<file path="config.mk">
export PLATFORM = sky130hd
export DESIGN_NAME = updown_mod_counter_flat
export DESIGN_NICKNAME = d
export VERILOG_FILES = /design/src/rtl/updown_mod_counter_if.sv /design/src/rtl/updown_mod_counter.sv /design/src/flat_wrapper.sv
export SDC_FILE = /design/constraint.sdc
export NUM_CORES = 1
export LEC_CHECK = 0
export CORE_AREA = 5 5 42 44
export DETAILED_ROUTE_END_ITERATION = 6
export DIE_AREA = 0 0 47 49
export GPL_TIMING_DRIVEN = 0
export PLACE_DENSITY = 0.69
export SLEW_MARGIN = 25
export SYNTH_ARGS = -nofsm -noshare
export SYNTH_HDL_FRONTEND = slang
export SYNTH_SLANG_ARGS = --single-unit
</file>
<file path="constraint.sdc">
create_clock -name clk -period 2.93 [get_ports clk]
set_input_delay 0.293 -clock clk [delete_from_list [all_inputs] [get_ports clk]]
set_output_delay 0.293 -clock clk [all_outputs]
set_load 0.03 [all_outputs]
</file>
<file path="src/rtl/updown_mod_counter_if.sv">
// Control/status bundle for updown_mod_counter: count controls in, count/co/ovf out.
// The master drives the controls and the slave (the counter) drives the status.
interface updown_mod_counter_if #(
    parameter int WIDTH = 4
);
    logic             en;
    logic             clkEn;
    logic             up;
    logic             load;
    logic [WIDTH-1:0] din;
    logic             clr_ovf;
    logic [WIDTH-1:0] count;
    logic             co;
    logic             ovf;

    modport master (
        output en, clkEn, up, load, din, clr_ovf,
        input  count, co, ovf
    );

    modport slave (
        input  en, clkEn, up, load, din, clr_ovf,
        output count, co, ovf
    );
endinterface

</file>
<file path="src/rtl/updown_mod_counter.sv">
// Up/down modulo-MODULUS counter with clamped parallel load and a sticky overflow flag.
// Define COUNTER_SAT_EN to hold at the terminal value instead of wrapping.
module updown_mod_counter #(
    parameter int WIDTH     = 4,
    parameter int MODULUS   = 10,
    parameter int RESET_VAL = 0
) (
    input logic                 clk,
    input logic                 rst,
    updown_mod_counter_if.slave bus
);
    // Load comparison is one bit wider so MODULUS == 2**WIDTH is representable.
    localparam logic [WIDTH:0]   MOD_X   = (WIDTH+1)'(MODULUS);
    localparam logic [WIDTH-1:0] MAX_VAL = WIDTH'(MODULUS - 1);
    localparam logic [WIDTH-1:0] RST_V   = WIDTH'(RESET_VAL);

    logic [WIDTH-1:0] count_q;
    logic [WIDTH-1:0] count_nxt;
    logic [WIDTH-1:0] terminal;
    logic             adv;
    logic             at_term;
    logic             wrap;
    logic             ovf_q;

    always_comb begin
        terminal = bus.up ? MAX_VAL : '0;
        adv      = bus.clkEn & bus.en & ~bus.load;
        at_term  = (count_q == terminal);
        wrap     = rst & adv & at_term;
    end

    always_comb begin
        count_nxt = count_q;
        if (bus.load) begin
            count_nxt = ({1'b0, bus.din} >= MOD_X) ? MAX_VAL : bus.din;
        end else if (bus.en) begin
            if (at_term) begin
`ifdef COUNTER_SAT_EN
                count_nxt = count_q;
`else
                count_nxt = bus.up ? '0 : MAX_VAL;
`endif
            end else if (bus.up) begin
                count_nxt = count_q + WIDTH'(1);
            end else begin
                count_nxt = count_q - WIDTH'(1);
            end
        end
    end

    // A wrap on the same edge as a clear keeps the flag set.
    always_ff @(posedge clk or negedge rst) begin
        if (!rst) begin
            count_q <= RST_V;
            ovf_q   <= 1'b0;
        end else if (bus.clkEn) begin
            count_q <= count_nxt;
            if (wrap)
                ovf_q <= 1'b1;
            else if (bus.clr_ovf)
                ovf_q <= 1'b0;
        end
    end

    assign bus.count = count_q;
    assign bus.co    = wrap;
    assign bus.ovf   = ovf_q;
endmodule

</file>
<file path="src/flat_wrapper.sv">
// flat-port wrapper written by rule: the top's interface ports become plain ports
module updown_mod_counter_flat 
#(
    parameter int WIDTH     = 4,
    parameter int MODULUS   = 10,
    parameter int RESET_VAL = 0
)
  (clk, rst, bus_en, bus_clkEn, bus_up, bus_load, bus_din, bus_clr_ovf, bus_count, bus_co, bus_ovf);
  updown_mod_counter_if #(.WIDTH(WIDTH)) bus_i ();
  input logic clk;
  input logic rst;
  input wire logic [$bits(bus_i.en)-1:0] bus_en;
  input wire logic [$bits(bus_i.clkEn)-1:0] bus_clkEn;
  input wire logic [$bits(bus_i.up)-1:0] bus_up;
  input wire logic [$bits(bus_i.load)-1:0] bus_load;
  input wire logic [$bits(bus_i.din)-1:0] bus_din;
  input wire logic [$bits(bus_i.clr_ovf)-1:0] bus_clr_ovf;
  output wire logic [$bits(bus_i.count)-1:0] bus_count;
  output wire logic [$bits(bus_i.co)-1:0] bus_co;
  output wire logic [$bits(bus_i.ovf)-1:0] bus_ovf;
  assign bus_i.en = bus_en;
  assign bus_i.clkEn = bus_clkEn;
  assign bus_i.up = bus_up;
  assign bus_i.load = bus_load;
  assign bus_i.din = bus_din;
  assign bus_i.clr_ovf = bus_clr_ovf;
  assign bus_count = bus_i.count;
  assign bus_co = bus_i.co;
  assign bus_ovf = bus_i.ovf;
  updown_mod_counter #(.WIDTH(WIDTH), .MODULUS(MODULUS), .RESET_VAL(RESET_VAL)) u_core (.clk(clk), .rst(rst), .bus(bus_i));
endmodule
</file>
-- After elaboration in Yosys (flattened, before gate mapping)
Index checks and enable logic that the tools add are counted.
- $add $sub $neg: 2
- $mul: 0
- divide/modulo/power cells: 0
- magnitude comparators: 1
- eq/ne operators: 1
- shift-type cells: 0
- multiplexer cells: 9
- bitwise operators: 5
- reductions and logical operators: 4
- operators with widths (cell ; number):
    $mux 4 ; 7
    $add 4x1->4 const B ; 1
    $and 1x1->1 ; 4
    $eq 4x4->1 ; 1
    $ge 4x4->1 const B ; 1
    $reduce_and 2->1 ; 2
    $reduce_bool 2->1 ; 2
    $sub 4x1->4 const B ; 1
    $mux 1 ; 2
    $not 1->1 ; 1
- register bits after elaboration: 5
- bits in latches: 0
- bits in writable memories: 0
- bits in read-only memories: 0
- input bits: 11
- word-level logic and storage cells: 24
- memories kept: 0

-- Depth between registers and ports, before layout
- depth after elaboration: 6
- mapped depth: 6

-- Worst setup path after synthesis
No wires, ideal clock.
- path kind: register to register
- start point: register u_core.count_q[0] (netlist: u_core.bus.count[0])
- end point: register u_core.count_q[2] (netlist: u_core.bus.count[2])
- arrival: 1500 ps
- data required time: 2801 ps
- path slack: 1301 ps
- cell stages (with the launch flop): 7
- buffers on the path: 0
- path through: dfrtp_1 inv_1 fa_1 xor2_1 nor2_1 a32oi_1 o21ai_1
- word-level cells in the longest chain between the ends: 5
- ends and longest elaborated chain (element ; RTL line ; source):
    start, declared ; updown_mod_counter.sv:17 ; logic [WIDTH-1:0] count_q;
    start signal, assigned ; updown_mod_counter.sv:57 ; count_q <= count_nxt;
    $sub 4x1->4 / $add 4x1->4 (equally long branches) ; updown_mod_counter.sv:46, updown_mod_counter.sv:44 ;
    $mux 4 ; updown_mod_counter.sv:43 ; end else if (bus.up) begin
    $mux 4 (*) ; updown_mod_counter.sv:37 ; if (at_term) begin
    $mux 4 (*) ; updown_mod_counter.sv:36 ; end else if (bus.en) begin
    $mux 4 (*) ; updown_mod_counter.sv:34 ; if (bus.load) begin
Every way passes the cells marked *; elsewhere a longest branch is shown, timed or not. The select of a mux whose other input is x is not followed.
A chain may end at the register's enable or synchronous reset.

-- Worst setup path after layout
- start point: input bus_up
- end point: output bus_co
- word-level cells in the longest chain between the ends: 3
- ends and longest elaborated chain (element ; RTL line ; source):
    start, declared ; flat_wrapper.sv:14 ; input wire logic [$bits(bus_i.up)-1:0] bus_up;
    $mux 4 ; updown_mod_counter.sv:26 ; terminal = bus.up ? MAX_VAL : '0;
    $eq 4x4->1 ; updown_mod_counter.sv:28 ; at_term = (count_q == terminal);
    $and 1x1->1 ; updown_mod_counter.sv:29 ; wrap = rst & adv & at_term;
    end, declared ; flat_wrapper.sv:19 ; output wire logic [$bits(bus_i.co)-1:0] bus_co;
Every way passes these cells.

==> run metrics <==
outcome=completed; synthesized instance count=46; setup TNS=0 ns; Placeable Area=1400 µm²; first-pass GRT wire length=1710 µm; Setup CP Type=input port to output pin; synthesized area per cell=approximately 9.1 µm²; DRT Pass-1 Iters=2; post-CTS sizing=0; Final Total Pwr=382 µW; fin crit period=2.32 ns; CTS sink count=5; Yosys top cell area share=30.0%; worst hold path type=input port to asynchronous set/reset pin; setup violators final=0; area leader, netlist=dfrtp_1; routed length per instance=around 12 µm; Worst Setup End Kind=output pin; GP Congestion=between 0.7 and 0.8; num ports=17; vias in the first global route=385; Cell variety after synth=24; RSZ-0062 raised after global routing=false; Via-to-Cell Ratio=4.98; die outline height=49 µm; Placed Instance Area=587 µm²; P per Cell Area=624 nW/µm²; vias=403; CTS tree=yes; Mapped Nets=60; initial antenna violation count=0; PortBufs=15; Max Cap Violations=0; Clock Tree Buf Depth=2; layout overhead on the synthesized area=47.1%; antenna cells=0; worst path required time=between 2 and 3 ns; Core Util, Final=43.8%; CTS clk-pin slew, worst paths=roughly 0.040 ns; hold_ws=0.287 ns; peak supply drop=about 0.24 mV; H-tree depth=1; f_max=430 MHz; Post-route DRC=0; sequential area share after synthesis=30.0%; final period utilization=a little under 80%; Mapped Area=417 µm²; Worst-Skew Late Latency=0.25 ns; Leakage=0.273 nW; worst-margin pin slew=0.310 ns; Startpoint Class=input port; Design Area, Final=613 µm²; Final ANT Viol Nets=0; relative slew slack=79.3%; Nets=80; Post-DP HPWL=a little under 800 µm; postcts setup bufs=0; largest fanout on the critical path=5; post-cts hold buffer count=0; GRT Overall Usage=between 10% and 20%; largest net degree at the start of global routing=11; starting density of the core=just under 30%; drt total wl=953 µm; CTS root buf=clkbuf_4; share of cells above drive strength 1=roughly 17%; skew final=0.00352 ns; final hold vios=0; Die Wd=between 40 and 50 µm; DR iter-0 viols=4; WP data arrival=2.03 ns; synth top area cells=dfrtp_1, a32oi_1, ha_1; Reg2Reg Depth=6; synthesized flop and latch total=5; highest-count cells in the layout ignoring fill and taps=clkdlybuf4s50_1, nor2_1, dfrtp_1, inv_1, nand2_1; most common cell after layout, fill and taps aside=clkdlybuf4s50_1; synth warn=0; Die Footprint=2300 µm²; Cell Rows=14; GRT overflow=0; Slew Viols, Final=0; total CTS buffers=3
through the flow:
step / std cells / setup slack, ns
after global routing: 81 / 0.507
after floorplan: 46 / 1.30
after global placement: 77 / 0.609
after CTS: 81 / 0.588
final: 81 / 0.607
after detailed placement: 77 / 0.592
sequential cells by signal, indices dropped and copies added, names as in the netlist:
signal,count
u_core.bus.count,4
u_core.bus.ovf,1
per-layer routing:
layer  track usage, %  wire length (µm)  up-vias
met3             4.80                42        3
met4             4.15                10        0
met5                0                 0        -
met2             14.7               491        7
met1             12.9               408      189
li1                 -                 -      204
cell usage after synthesis:
library cell  number
fa_1               1
nand4b_1           1
xnor2_1            1
nand3_1            1
nand2_1            4
a21o_1             2
o211ai_1           1
and3_1             1
a32oi_1            3
inv_1              4
o21ai_2            2
a21o_2             1
nor2_1             5
ha_1               2
o21ai_1            3
nor2_2             1
a21oi_2            1
nor3_2             1
mux2_4             1
nor3_1             1
dfrtp_1            5
xor2_1             2
buf_6              1
a21oi_1            1
logic make-up after synthesis:
family	after synthesis	share of synthesized area, %
AO/OA/AOI/OAI	14	24.9
buffers and inverters	5	6.31
AND/OR/NAND/NOR	15	18.0
adder cells (fa/ha/maj)	3	10.8
flip-flops	5	30.0
XOR/XNOR	3	6.31
multiplexers	1	3.60
cell type report:
cell class,instances,area [µm²]
buffer,1,11.3
clock buffer,4,26.3
fill,143,788
inverter,4,15.0
multi-input combinational,36,265
sequential,5,125
tap,16,20.0
timing repair buffer,15,150
path summary, 6_finish.rpt:
check / startpoint / to / slack (ns)
hold reg to reg: u_core.bus.ovf / u_core.bus.ovf / 0.49
setup / recovery: bus_up / bus_co / 0.61
setup reg to reg: u_core.bus.count[0] / u_core.bus.count[2] / 1.37
max in group asynchronous: rst / u_core.bus.count[3] / 2.43
min in group clk: bus_load / u_core.bus.count[0] / 0.34
hold / removal: rst / u_core.bus.count[0] / 0.29
critical path: stages:
cell and delay [ns]:
clkdlybuf4s50_1 0.52, nor3_2 0.27, o21ai_2 0.13, nor2_2 0.13, clkdlybuf4s50_1 0.68
power by group:
| part | switching (mW) | internal (mW) |
|---|---|---|
| Sequential | 0.0254 | 0.0857 |
| Combinational | 0.0992 | 0.0902 |
| Clock | 0.0304 | 0.0516 |
| Total | 0.155 | 0.227 |
(Power assumes the default switching activity.)
